===== config.mk =====
export PLATFORM = sky130hd
export DESIGN_NAME = medidor_multicanal
export DESIGN_NICKNAME = d
export VERILOG_FILES = /design/src/rtl/medidor_multicanal.sv
export SDC_FILE = /design/constraint.sdc
export NUM_CORES = 1
export LEC_CHECK = 0
export CORE_MARGIN = 2
export CORE_UTILIZATION = 45
export DETAILED_ROUTE_END_ITERATION = 12
export PLACE_DENSITY = 0.64
export RECOVER_POWER = 50
export SETUP_SLACK_MARGIN = 0.4
export SYNTH_ARGS = -nofsm -noshare
export SYNTH_HDL_FRONTEND = slang
export SYNTH_SLANG_ARGS = --single-unit
export TNS_END_PERCENT = 100

===== constraint.sdc =====
create_clock -name clock -period 8.5 [get_ports clock]
set_input_delay 2.55 -clock clock [delete_from_list [all_inputs] [get_ports clock]]
set_output_delay 2.55 -clock clock [all_outputs]
set_load 0.005 [all_outputs]

===== src/rtl/medidor_multicanal.sv =====
// Multi-channel ultrasonic level meter: sequentially triggers each sensor, times its echo in cm,
// then derives the minimum valid distance and drives valve hysteresis and level alarms from it.
module medidor_multicanal #(
  parameter int N_SENSORES  = 3,
  parameter int DIST_W      = 12,
  parameter int TRIG_CICLOS = 500,
  parameter int CICLOS_CM   = 2941,
  parameter int MAX_CM      = 400,
  parameter int GAP_CICLOS  = 50000,
  parameter int DIST_ABRE   = 300,
  parameter int DIST_FECHA  = 50,
  parameter int DIST_ALTA   = 30,
  parameter int DIST_BAIXA  = 350
) (
  input  logic                         clock,
  input  logic                         reset,
  input  logic                         iniciar,
  input  logic                         continuo,
  input  logic [N_SENSORES-1:0]        echo,
  output logic [N_SENSORES-1:0]        trigger,
  output logic [N_SENSORES*DIST_W-1:0] distancia,
  output logic [N_SENSORES-1:0]        valido,
  output logic [DIST_W-1:0]            dist_min,
  output logic                         erro_sensor,
  output logic                         abre_valvula,
  output logic                         fecha_valvula,
  output logic                         buzzer_alta,
  output logic                         buzzer_baixa,
  output logic                         pronto,
  output logic                         db_fim_medida,
  output logic [3:0]                   db_estado,
  output logic [3:0]                   db_sensor
);

  localparam int TIMEOUT_CICLOS = MAX_CM * CICLOS_CM;
  localparam int CNT_MAX_A = (TIMEOUT_CICLOS > GAP_CICLOS) ? TIMEOUT_CICLOS : GAP_CICLOS;
  localparam int CNT_MAX   = (CNT_MAX_A > TRIG_CICLOS) ? CNT_MAX_A : TRIG_CICLOS;
  localparam int CNT_W     = $clog2(CNT_MAX + 1);
  localparam int IDX_W     = (N_SENSORES > 1) ? $clog2(N_SENSORES) : 1;

  localparam logic [CNT_W-1:0]  TRIG_FIM    = CNT_W'(TRIG_CICLOS - 1);
  localparam logic [CNT_W-1:0]  TIMEOUT_FIM = CNT_W'(TIMEOUT_CICLOS - 1);
  localparam logic [CNT_W-1:0]  CM_FIM      = CNT_W'(CICLOS_CM - 1);
  localparam logic [CNT_W-1:0]  GAP_FIM     = CNT_W'(GAP_CICLOS - 1);
  localparam logic [IDX_W-1:0]  IDX_ULT     = IDX_W'(N_SENSORES - 1);
  localparam logic [DIST_W-1:0] MAX_D       = DIST_W'(MAX_CM);
  localparam logic [DIST_W-1:0] MAX_D_M1    = DIST_W'(MAX_CM - 1);
  localparam logic [DIST_W-1:0] ABRE_D      = DIST_W'(DIST_ABRE);
  localparam logic [DIST_W-1:0] FECHA_D     = DIST_W'(DIST_FECHA);
  localparam logic [DIST_W-1:0] ALTA_D      = DIST_W'(DIST_ALTA);
  localparam logic [DIST_W-1:0] BAIXA_D     = DIST_W'(DIST_BAIXA);

  typedef enum logic [3:0] {
    INICIAL     = 4'd0,
    PREPARA     = 4'd1,
    TRIGGER     = 4'd2,
    ESPERA_ECHO = 4'd3,
    MEDE        = 4'd4,
    ARMAZENA    = 4'd5,
    GAP         = 4'd6,
    AVALIA      = 4'd7,
    FIM         = 4'd8
  } estado_t;

  estado_t                              estado_q, estado_d;
  logic [IDX_W-1:0]                     idx_q, idx_d;
  logic [CNT_W-1:0]                     cnt_q, cnt_d;
  logic [DIST_W-1:0]                    cm_q, cm_d;
  logic                                 timeout_q, timeout_d;
  logic [N_SENSORES-1:0]                sync1_q, sync2_q;
  logic [N_SENSORES-1:0][DIST_W-1:0]    dist_q, dist_d;
  logic [N_SENSORES-1:0]                valido_q, valido_d;
  logic [DIST_W-1:0]                    dist_min_q, dist_min_d;
  logic                                 erro_q, erro_d;
  logic                                 abre_q, abre_d;
  logic                                 fecha_q, fecha_d;
  logic                                 alta_q, alta_d;
  logic                                 baixa_q, baixa_d;
  logic                                 echo_sel;
  logic [DIST_W-1:0]                    min_v;

  assign echo_sel = sync2_q[idx_q];

  // Minimum over the channels whose last measurement was valid.
  always_comb begin
    min_v = '1;
    for (int i = 0; i < N_SENSORES; i++) begin
      if (valido_q[i] && (dist_q[i] < min_v)) min_v = dist_q[i];
    end
  end

  always_comb begin
    estado_d   = estado_q;
    idx_d      = idx_q;
    cnt_d      = cnt_q;
    cm_d       = cm_q;
    timeout_d  = timeout_q;
    dist_d     = dist_q;
    valido_d   = valido_q;
    dist_min_d = dist_min_q;
    erro_d     = erro_q;
    abre_d     = abre_q;
    fecha_d    = fecha_q;
    alta_d     = alta_q;
    baixa_d    = baixa_q;
    unique case (estado_q)
      INICIAL: if (iniciar) estado_d = PREPARA;
      PREPARA: begin
        idx_d     = '0;
        cnt_d     = '0;
        cm_d      = '0;
        timeout_d = 1'b0;
        estado_d  = TRIGGER;
      end
      TRIGGER: begin
        if (cnt_q == TRIG_FIM) begin
          cnt_d    = '0;
          estado_d = ESPERA_ECHO;
        end else begin
          cnt_d = cnt_q + CNT_W'(1);
        end
      end
      ESPERA_ECHO: begin
        // The cycle that sees the echo high is already part of the pulse width.
        if (echo_sel) begin
          estado_d = MEDE;
          cnt_d    = (CICLOS_CM == 1) ? '0 : CNT_W'(1);
          cm_d     = (CICLOS_CM == 1) ? DIST_W'(1) : '0;
        end else if (cnt_q == TIMEOUT_FIM) begin
          timeout_d = 1'b1;
          estado_d  = ARMAZENA;
        end else begin
          cnt_d = cnt_q + CNT_W'(1);
        end
      end
      MEDE: begin
        if (!echo_sel) begin
          estado_d = ARMAZENA;
        end else if (cnt_q == CM_FIM) begin
          cnt_d = '0;
          cm_d  = cm_q + DIST_W'(1);
          if (cm_q == MAX_D_M1) estado_d = ARMAZENA;
        end else begin
          cnt_d = cnt_q + CNT_W'(1);
        end
      end
      ARMAZENA: begin
        dist_d[idx_q]   = timeout_q ? MAX_D : cm_q;
        valido_d[idx_q] = !timeout_q;
        cnt_d           = '0;
        estado_d        = GAP;
      end
      GAP: begin
        if (cnt_q == GAP_FIM) begin
          cnt_d     = '0;
          cm_d      = '0;
          timeout_d = 1'b0;
          if (idx_q == IDX_ULT) begin
            estado_d = AVALIA;
          end else begin
            idx_d    = idx_q + IDX_W'(1);
            estado_d = TRIGGER;
          end
        end else begin
          cnt_d = cnt_q + CNT_W'(1);
        end
      end
      AVALIA: begin
        erro_d = ~|valido_q;
        // With no valid channel every derived output keeps its last value.
        if (|valido_q) begin
          dist_min_d = min_v;
          if (min_v >= ABRE_D) begin
            abre_d  = 1'b1;
            fecha_d = 1'b0;
          end else if (min_v <= FECHA_D) begin
            abre_d  = 1'b0;
            fecha_d = 1'b1;
          end
          alta_d  = (min_v <= ALTA_D);
          baixa_d = (min_v >= BAIXA_D);
        end
        estado_d = FIM;
      end
      FIM:     estado_d = continuo ? PREPARA : INICIAL;
      default: estado_d = INICIAL;
    endcase
  end

  always_ff @(posedge clock) begin
    if (!reset) begin
      estado_q   <= INICIAL;
      idx_q      <= '0;
      cnt_q      <= '0;
      cm_q       <= '0;
      timeout_q  <= 1'b0;
      sync1_q    <= '0;
      sync2_q    <= '0;
      dist_q     <= '0;
      valido_q   <= '0;
      dist_min_q <= '0;
      erro_q     <= 1'b0;
      abre_q     <= 1'b0;
      fecha_q    <= 1'b1;
      alta_q     <= 1'b0;
      baixa_q    <= 1'b0;
    end else begin
      estado_q   <= estado_d;
      idx_q      <= idx_d;
      cnt_q      <= cnt_d;
      cm_q       <= cm_d;
      timeout_q  <= timeout_d;
      sync1_q    <= echo;
      sync2_q    <= sync1_q;
      dist_q     <= dist_d;
      valido_q   <= valido_d;
      dist_min_q <= dist_min_d;
      erro_q     <= erro_d;
      abre_q     <= abre_d;
      fecha_q    <= fecha_d;
      alta_q     <= alta_d;
      baixa_q    <= baixa_d;
    end
  end

  always_comb begin
    trigger = '0;
    if (estado_q == TRIGGER) trigger[idx_q] = 1'b1;
  end

  assign distancia     = dist_q;
  assign valido        = valido_q;
  assign dist_min      = dist_min_q;
  assign erro_sensor   = erro_q;
  assign abre_valvula  = abre_q;
  assign fecha_valvula = fecha_q;
  assign buzzer_alta   = alta_q;
  assign buzzer_baixa  = baixa_q;
  assign pronto        = (estado_q == FIM);
  assign db_fim_medida = (estado_q == ARMAZENA);
  assign db_estado     = estado_q;
  assign db_sensor     = 4'(idx_q);

endmodule


==> results of run 1 <==
-- through the flow --
step	util	hold WS [ns]
final	0.5625	0.4345
after global routing	0.5625	0.4454
after CTS	0.5628	0.4382
after detailed placement	0.5361	0.4224
after global placement	0.5361	0.4137
after floorplan	-	0.4119
-- worst paths after layout --
| check | from | cells after the start | to |
|---|---|---|---|
| worst max register to register | valido[0]$_SDFFE_PN0P_ | 19 | abre_valvula$_SDFFE_PN0P_ |
| worst min-delay path | sync1_q[1]$_SDFF_PN0_ | 1 | sync2_q[1]$_SDFF_PN0_ |
| worst min register to register | sync1_q[1]$_SDFF_PN0_ | 1 | sync2_q[1]$_SDFF_PN0_ |
| worst max-delay path | valido[0]$_SDFFE_PN0P_ | 19 | abre_valvula$_SDFFE_PN0P_ |
-- power by group --
group,internal [mW],switching [mW],leakage [nW]
registers,0.483,0.0131,0.823
clock network,0.265,0.178,0.154
logic,0.0295,0.0466,1.76
-- cell families (layout without fill, tap and decap cells) --
kind of cell,after synthesis,after routing,share of synthesized area
AO/OA/AOI/OAI,170,170,0.1985
flip-flops,102,102,0.3616
buffers and inverters,61,121,0.04298
adder cells (fa/ha/maj),27,27,0.05938
other,1,2,0.0006641
XOR/XNOR,24,24,0.03723
multiplexers,21,21,0.03811
AND/OR/NAND/NOR,302,302,0.2615
-- sequential cells by signal, indices dropped and copies added, names as in the netlist, 2 cells and up --
name	cells
sync2_q	3
cnt_q	21
idx_q	2
dist_min	12
db_estado	4
cm_q	12
valido	3
sync1_q	3
distancia	36
-- cell usage after synthesis, types with 6 or more instances --
master	number	area, um^2
or2_1	6	37.54
nor2_1	71	266.5
nor2b_1	14	87.58
a21oi_1	60	300.3
mux2i_1	17	170.2
ha_1	26	325.3
a211oi_1	15	112.6
nand2b_1	12	75.07
xor2_1	19	166.4
dfxtp_1	102	2042
nor3_1	21	105.1
inv_1	28	105.1
nand4_1	10	62.56
and2_1	13	81.33
a31oi_1	8	50.05
o21ai_0	36	180.2
o31ai_1	6	45.04
clkbuf_1	26	97.59
nand3_1	18	90.09
or3_1	8	50.05
nand2_1	100	375.4
-- layer usage --
metal,wire length (um),part of all wire
met1,6854,0.44
met3,715,0.046
met4,544,0.035
met2,7599,0.48
met5,0,0
-- area by class of cell --
class                   count  share of cell area
clock inverters             6             0.01249
repair buffers             77              0.1111
clock buffers              10             0.03508
multi-input cells         546              0.4953
flip-flops and latches    102              0.2997
well taps                 168             0.03085
inverters                  28             0.01543
-- layout by cell type, fill, tap and decap left out, types with 18 or more instances in the layout --
cell / count
dfxtp_1: 102
nand2_1: 100
nor2_1: 71
a21oi_1: 60
dlygate4sd3_1: 57
o21ai_0: 36
inv_1: 28
ha_1: 26
nor3_1: 20
xor2_1: 19
nand3_1: 18
==> impl_metrics.toml, run 1 <==
[layout]
final_cells = 937
sequential_cell_area_in_the_final_layout_um2 = 2042
area_delta_synth_final_pct = 20.65
multi_input_comb_area_um2 = 3374
nFillCells = 1179
antenna_cells = 0
layout-drive-gt1-share = 0.04941
design.final.nets = 797
layout.cell_area.non_filler_um2 = 6813

[global_route]
grt_start_max_net_pins = 50
global_route_wire_length_before_repair_um = 25090
layer_with_the_highest_usage = "met2"
met2_capacity_usage_during_global_routing = 0.4090
track_usage = 0.2398
grt_util_met1 = 0.2973
globalRouteMet3Util = 0.04393
overflow = 0
via_count_of_the_first_global_routing_pass = 4953
antenna_found_initial = 0

[floorplan]
std_cell_rows = 40
floorplan.io_pins = 76
die_span_in_x_um = 116.0
die-height_um = 116.0
start_util = 0.4662
die-area_um2 = 13460
core_area_um2 = 12110

[worst_setup_path]
critPathCaptureType = "register"
cp_data_required_time_ns = 8.74
worstSetupPathType = "reg -> reg"
critPathBufInv = 2
critical-path-max-stage-delay_ns = 0.80
timing.critical_path.slowest_stage_cell = "nor2_2"
crit_path_start_kind = "register"
critical_path.top_delay_family = "compound AO/OA/AOI/OAI gates"
critical_path.cell_chain = "nand2b_1, inv_1, ha_1, a31o_2, a221oi_1, o2111ai_1, nor2_2, mux2i_1, ha_1, a21o_1, a21o_1, a21oi_1, nand2b_1, o31ai_1, a311o_1, a21boi_2, buf_4, mux2_2, a32o_1"
cp_max_fo = 19
rrSetupSlack_ns = 2.75
arrival_ns = 5.99

[run_status]
outcome = "complete, but fails checks"
violated_checks = "max-capacitance violations, max-slew violations"

[placement]
placement.setup.worst_slack_ns = 2.817
detailedPlacementHpwl_um = 11920
routability_congestion_estimate_from_global_placement = 0.9261
port_buffer_cells = 73
detailed_place.area_um2 = 6492
post-place-cells = 921

[cts]
cts.repair_timing.setup_buffer_count = 0
cts.sinks = 102
clk_root_buffer_cell = "clkbuf_16"
worstSkewPairLatency_ns = 0.35
cts-hold-fix-buffers = 0
cts_buffers = 9
cts-resized-gates = 0
htreeDepth = 3
clock_path_buffers = 2
cts.reportedPaths.clkPinSlew_ns = 0.07
cts_tree = "built"

[pwr]
power-per-cell-area_nw_per_um2 = 149.1
power.ir.vdd_worst_mv = 0.1776
power.leakage_nw = 2.734
total_power_mw = 1.015

[sta]
fin_tns_setup_ns = 0
final_setup_skew_ns = 0.004818
max_clock_freq_ghz = 0.1739
setup_ws_ns = 2.749
post-route-period-util = 0.6766
worstMarginPinSlew_ns = 2.206
final-setup-viol-count = 0
finalMaxSlewViolations = 50
time_the_final_worst_path_needs_with_i_o_delays_and_setup_ns = 5.751
report.final.hold_viol_count = 0
worst_slew_margin = -0.4705
setup_repair_after_global_routing_missed_its_margin = "false"

[synth]
synth_area_um2 = 5647
async_reset_ff_frac = 0
sequential_share_of_the_synthesized_area = 0.3616
post_synth_inst_count = 708
most_used_flip_flop_cell_after_synthesis = "dfxtp_1"
yosys_warnings = 0
synth_edf_count = 0
netlist-cell-type-count = 69
synth_area_per_cell_um2 = 7.976
postSynthRegisterBits = 102

[routing]
final_antenna_net_count = 0
post_drt_wl_per_cell_um = 16.77
firstDrtPassIters = 5
iter_0_drt_violations = 461
routed_wl_um = 15710
route.detailed.drc = 0
vias = 5336
vias_per_cell = 5.695

[worst_hold_path]
hold_class = "reg -> reg"

[flow_run]
drv.max_cap_violation_count = 1
Note: power is estimated with default switching activity, not from simulation.
==> inputs of run 2 (changes only) <==
Clock period 8.5 ns to 5.8 ns, I/O delays scaled along.
==> impl_metrics.toml, run 2 (same netlist as run 1, synthesis figures left out) <==
[layout]
area_delta_synth_final_pct = 20.98
layout-drive-gt1-share = 0.05175
multi_input_comb_area_um2 = 3387
antenna_cells = 0
sequential_cell_area_in_the_final_layout_um2 = 2042
largest_register_ff_count = 36
layout.cells.most_common = "dfxtp_1"
design.final.nets = 801
nFillCells = 1182
most-common-layout-cells = "dfxtp_1 (102), nand2_1 (100), nor2_1 (71)"

[sta]
final_setup_skew_ns = 0.01289
fin_tns_setup_ns = 0
time_the_final_worst_path_needs_with_i_o_delays_and_setup_ns = 5.268
setup_ws_ns = 0.5317
finalMaxSlewViolations = 0
post-route-period-util = 0.9083
setup_repair_after_global_routing_missed_its_margin = "false"
worstMarginPinSlew_ns = 0.8769
final-setup-viol-count = 0
max_clock_freq_ghz = 0.1898
report.final.hold_viol_count = 0
worst_slew_margin = 0.4134

[routing]
final_antenna_net_count = 0
vias_per_cell = 5.680
firstDrtPassIters = 7
post_drt_wl_per_cell_um = 17.25
vias = 5345
routed_wl_um = 16230
iter_0_drt_violations = 270
route.detailed.drc = 0

[cts]
cts.reportedPaths.clkPinSlew_ns = 0.07
cts_buffers = 9
clk_root_buffer_cell = "clkbuf_16"
worstSkewPairLatency_ns = 0.35
cts-hold-fix-buffers = 0
htreeDepth = 3
cts.repair_timing.setup_buffer_count = 0
cts.sinks = 102
cts_tree = "built"
clock_path_buffers = 2
cts-resized-gates = 0

[run_status]
outcome = "finished clean"

[floorplan]
floorplan.io_pins = 76
die-height_um = 116.0
die_span_in_x_um = 116.0
die-area_um2 = 13460
start_util = 0.4662
core_area_um2 = 12110
std_cell_rows = 40

[worst_setup_path]
arrival_ns = 5.55
rrSetupSlack_ns = 0.53
critPathBufInv = 2
cp_data_required_time_ns = 6.08
critical_path.top_delay_family = "compound AO/OA/AOI/OAI gates"
critical-path-max-stage-delay_ns = 0.61
critical_path.cell_chain = "nand2b_1, inv_1, ha_1, a31o_2, a221oi_1, o2111ai_1, nor2_4, mux2i_1, ha_1, a21oi_1, o21ai_0, a21oi_1, nand2b_1, o31ai_1, a311o_1, a21boi_4, buf_4, mux2_1, a21oi_1"
crit_path_start_kind = "register"
critPathCaptureType = "register"
crit_top_cell = "a21oi_1"
worstSetupPathType = "reg -> reg"
timing.critical_path.slowest_stage_cell = "dfxtp_1"
cp_max_fo = 15

[global_route]
track_usage = 0.2497
grt_start_max_net_pins = 40
antenna_found_initial = 0
overflow = 0
via_count_of_the_first_global_routing_pass = 5116
global_route_wire_length_before_repair_um = 25990

[placement]
port_buffer_cells = 73
routability_congestion_estimate_from_global_placement = 0.8889
detailedPlacementHpwl_um = 12330
placement.setup.worst_slack_ns = 0.4277

[flow_run]
drv.max_cap_violation_count = 0

[worst_hold_path]
hold_class = "reg -> reg"

[pwr]
power.leakage_nw = 2.744
total_power_mw = 1.452
power.ir.vdd_worst_mv = 0.1540
power-per-cell-area_nw_per_um2 = 212.6
## run 2: cell count changes in the layout (fill, tap and decap cells not counted), sizes merged
| cell | previous run | this run |
|---|---|---|
| buf | 3 | 7 |
| bufinv | 2 | 1 |
| clkbuf | 11 | 13 |
| clkdlybuf4s50 | 16 | 15 |
| clkinv | 2 | 0 |
| dlygate4sd3 | 57 | 58 |
| inv | 28 | 29 |
## run 2: area by class of cell
class / instances / area share
Multi-Input combinational cell: 546 / 0.4958
Inverter: 28 / 0.01538
Clock inverter: 4 / 0.007875
Timing Repair Buffer: 81 / 0.1152
Clock buffer: 12 / 0.03608
Tap cell: 168 / 0.03077
Sequential cell: 102 / 0.2989
## run 2: worst reg2reg max path, delay by kind of cell (launching register included)
family          cells  cell delay [ns]
compound gates     10             2.33
mux                 2             0.72
flops               1             0.61
simple gates        3             0.61
fa+ha+maj           2             0.56
buf+inv             2             0.36
## run 2: routing by layer
layer	part of all wire	vias to the layer above	GRT usage
li1	-	2633	-
met1	0.43	2521	0.3046
met2	0.49	157	0.4300
met3	0.049	34	0.04027
met4	0.030	0	0.1190
met5	0	-	0
## run 2: final timing paths
path,from,to,depth (start not counted)
setup reg to reg,valido[0]$_SDFFE_PN0P_,dist_min[2]$_SDFFE_PN0P_,19
hold reg to reg,sync1_q[2]$_SDFF_PN0_,sync2_q[2]$_SDFF_PN0_,1
hold / removal,sync1_q[2]$_SDFF_PN0_,sync2_q[2]$_SDFF_PN0_,1
setup / recovery,valido[0]$_SDFFE_PN0P_,dist_min[2]$_SDFFE_PN0P_,19
## run 2: power breakdown
part           internal [mW]  total, mW  switching, mW  leakage, nW
combinational         0.0446      0.111         0.0667         1.78
sequential             0.708      0.727         0.0190        0.823
clock                  0.348      0.613          0.265        0.139
total                   1.10       1.45          0.351         2.74
## run 2: metrics by stage
step | std cells | hold WS [ns] | cell area [um^2] | util
floorplan | 709 | 0.4119 | 5650 | -
global placement | 925 | 0.4136 | 6523 | 0.5385
detailed placement | 925 | 0.4202 | 6523 | 0.5385
CTS | 941 | 0.4372 | 6823 | 0.5633
finish | 941 | 0.4336 | 6832 | 0.5641
global route | 941 | 0.4461 | 6832 | 0.5641
==> inputs of run 3 (changes only) <==
Settings changed: DONT_BUFFER_PORTS set to 1, PLACE_DENSITY 0.64 to 0.57.
==> impl_metrics.toml, run 3 (same netlist as run 1, synthesis figures left out) <==
[run_status]
outcome = "complete, but fails checks"
violated_checks = "max-capacitance violations, max-slew violations"

[cts]
cts-hold-fix-buffers = 0
htreeDepth = 3
cts_tree = "built"
cts.reportedPaths.clkPinSlew_ns = 0.08
worstSkewPairLatency_ns = 0.36
clock_path_buffers = 2
cts.sinks = 102
clk_root_buffer_cell = "clkbuf_16"
cts-resized-gates = 0
cts_buffers = 9
cts.repair_timing.setup_buffer_count = 0

[worst_setup_path]
worstSetupPathType = "reg -> reg"
crit_path_start_kind = "register"
reg2reg_depth = 19
critPathBufInv = 2
critPathCaptureType = "register"
critical_path.cell_chain = "nand2b_1, inv_1, ha_1, o211a_1, a221oi_1, o2111ai_2, nor2_4, mux2i_1, ha_1, a21o_1, a21o_1, a21oi_1, nand2b_1, o31ai_1, a311o_1, a21boi_2, buf_4, mux2_1, a21oi_1"
cp_max_fo = 16
timing.critical_path.slowest_stage_cell = "a221oi_1"
critical_path.top_delay_family = "compound AO/OA/AOI/OAI gates"
arrival_ns = 5.31
cp_data_required_time_ns = 6.09
critical_path_cell_count = 19
critical-path-max-stage-delay_ns = 0.43

[worst_hold_path]
hold_class = "reg -> reg"
worstHoldPathCells = 1

[global_route]
track_usage = 0.2394
grt_start_max_net_pins = 49
via_count_of_the_first_global_routing_pass = 4696
overflow = 0
antenna_found_initial = 0
global_route_wire_length_before_repair_um = 24770

[layout]
area_delta_synth_final_pct = 7.733
antenna_cells = 0
layout-drive-gt1-share = 0.05587
nFillCells = 1217
layout.cells.most_common = "dfxtp_1"
multi_input_comb_area_um2 = 3393
largest_register_ff_count = 36
design.final.nets = 726
most-common-layout-cells = "dfxtp_1 (101), nand2_1 (100), nor2_1 (71)"
fin_util = 0.5023
sequential_cell_area_in_the_final_layout_um2 = 2043
layout.cell_area.non_filler_um2 = 6083

[floorplan]
die-area_um2 = 13460
die_span_in_x_um = 116.0
start_util = 0.4662
die-height_um = 116.0
core_area_um2 = 12110
std_cell_rows = 40
floorplan.io_pins = 76

[sta]
fin_tns_setup_ns = 0
final_setup_skew_ns = 0.01375
setup_repair_after_global_routing_missed_its_margin = "false"
worstMarginPinSlew_ns = 2.201
post-route-period-util = 0.8661
max_clock_freq_ghz = 0.1991
worst_slew_margin = -0.4676
worst_hold_slack_ns = 0.4343
setup_ws_ns = 0.7768
finalMaxSlewViolations = 49
final-setup-viol-count = 0
report.final.hold_viol_count = 0
time_the_final_worst_path_needs_with_i_o_delays_and_setup_ns = 5.023

[placement]
placement.setup.worst_slack_ns = 0.5377
detailed_place.area_um2 = 5774
port_buffer_cells = 0
routability_congestion_estimate_from_global_placement = 0.9401
detailedPlacementHpwl_um = 11650

[routing]
post_drt_wl_per_cell_um = 18.16
final_antenna_net_count = 0
iter_0_drt_violations = 306
vias_per_cell = 5.913
route.detailed.drc = 0
firstDrtPassIters = 5
routed_wl_um = 15730
vias = 5121

[pwr]
power-per-cell-area_nw_per_um2 = 238.1
power.ir.vdd_worst_mv = 0.1571
power.leakage_nw = 2.282

[flow_run]
drv.max_cap_violation_count = 1
-- run 3: worst paths after layout --
path | startpoint | end | slack [ns]
hold / removal | sync1_q[2]$_SDFF_PN0_ | sync2_q[2]$_SDFF_PN0_ | 0.43
setup / recovery | distancia[7]$_SDFFE_PN0P_ | dist_min[2]$_SDFFE_PN0P_ | 0.78
hold reg to reg | sync1_q[2]$_SDFF_PN0_ | sync2_q[2]$_SDFF_PN0_ | 0.43
setup reg to reg | distancia[7]$_SDFFE_PN0P_ | dist_min[2]$_SDFFE_PN0P_ | 0.78
-- run 3: where the power goes --
group,internal (mW),switching [mW]
sequential,0.708,0.0192
combinational,0.0327,0.0640
clock,0.349,0.275
-- run 3: layer usage --
metal  part of all wire  track usage  vias to the layer above
met2               0.48       0.3957                      162
met1               0.42       0.2932                     2428
met4              0.042       0.1167                        0
met5                  0            0                        -
li1                   -            -                     2485
met3              0.060      0.05753                       46
-- run 3: worst reg2reg max path: stages (launching register included) --
cell	delay, ns
dfxtp_1	0.42
nand2b_1	0.21
inv_1	0.07
ha_1	0.31
o211a_1	0.15
a221oi_1	0.43
o2111ai_2	0.30
nor2_4	0.27
mux2i_1	0.29
ha_1	0.30
a21o_1	0.20
a21o_1	0.18
a21oi_1	0.28
nand2b_1	0.09
o31ai_1	0.20
a311o_1	0.13
a21boi_2	0.33
buf_4	0.30
mux2_1	0.36
a21oi_1	0.14
-- run 3: through the flow --
stage | std cells | total power [mW]
final | 866 | 1.448
after global routing | 866 | 1.505
after CTS | 865 | 1.459
after detailed placement | 849 | 0.8395
after global placement | 849 | 0.8375
after floorplan | 709 | 0.8197
-- run 3: cell type report --
type                    instances  share of cell area
multi-input cells             547              0.5578
flip-flops and latches        102              0.3359
clock buffers                  12             0.04052
well taps                     168             0.03455
inverters                      28             0.01728
clock inverters                 4            0.009050
repair buffers                  5            0.004936
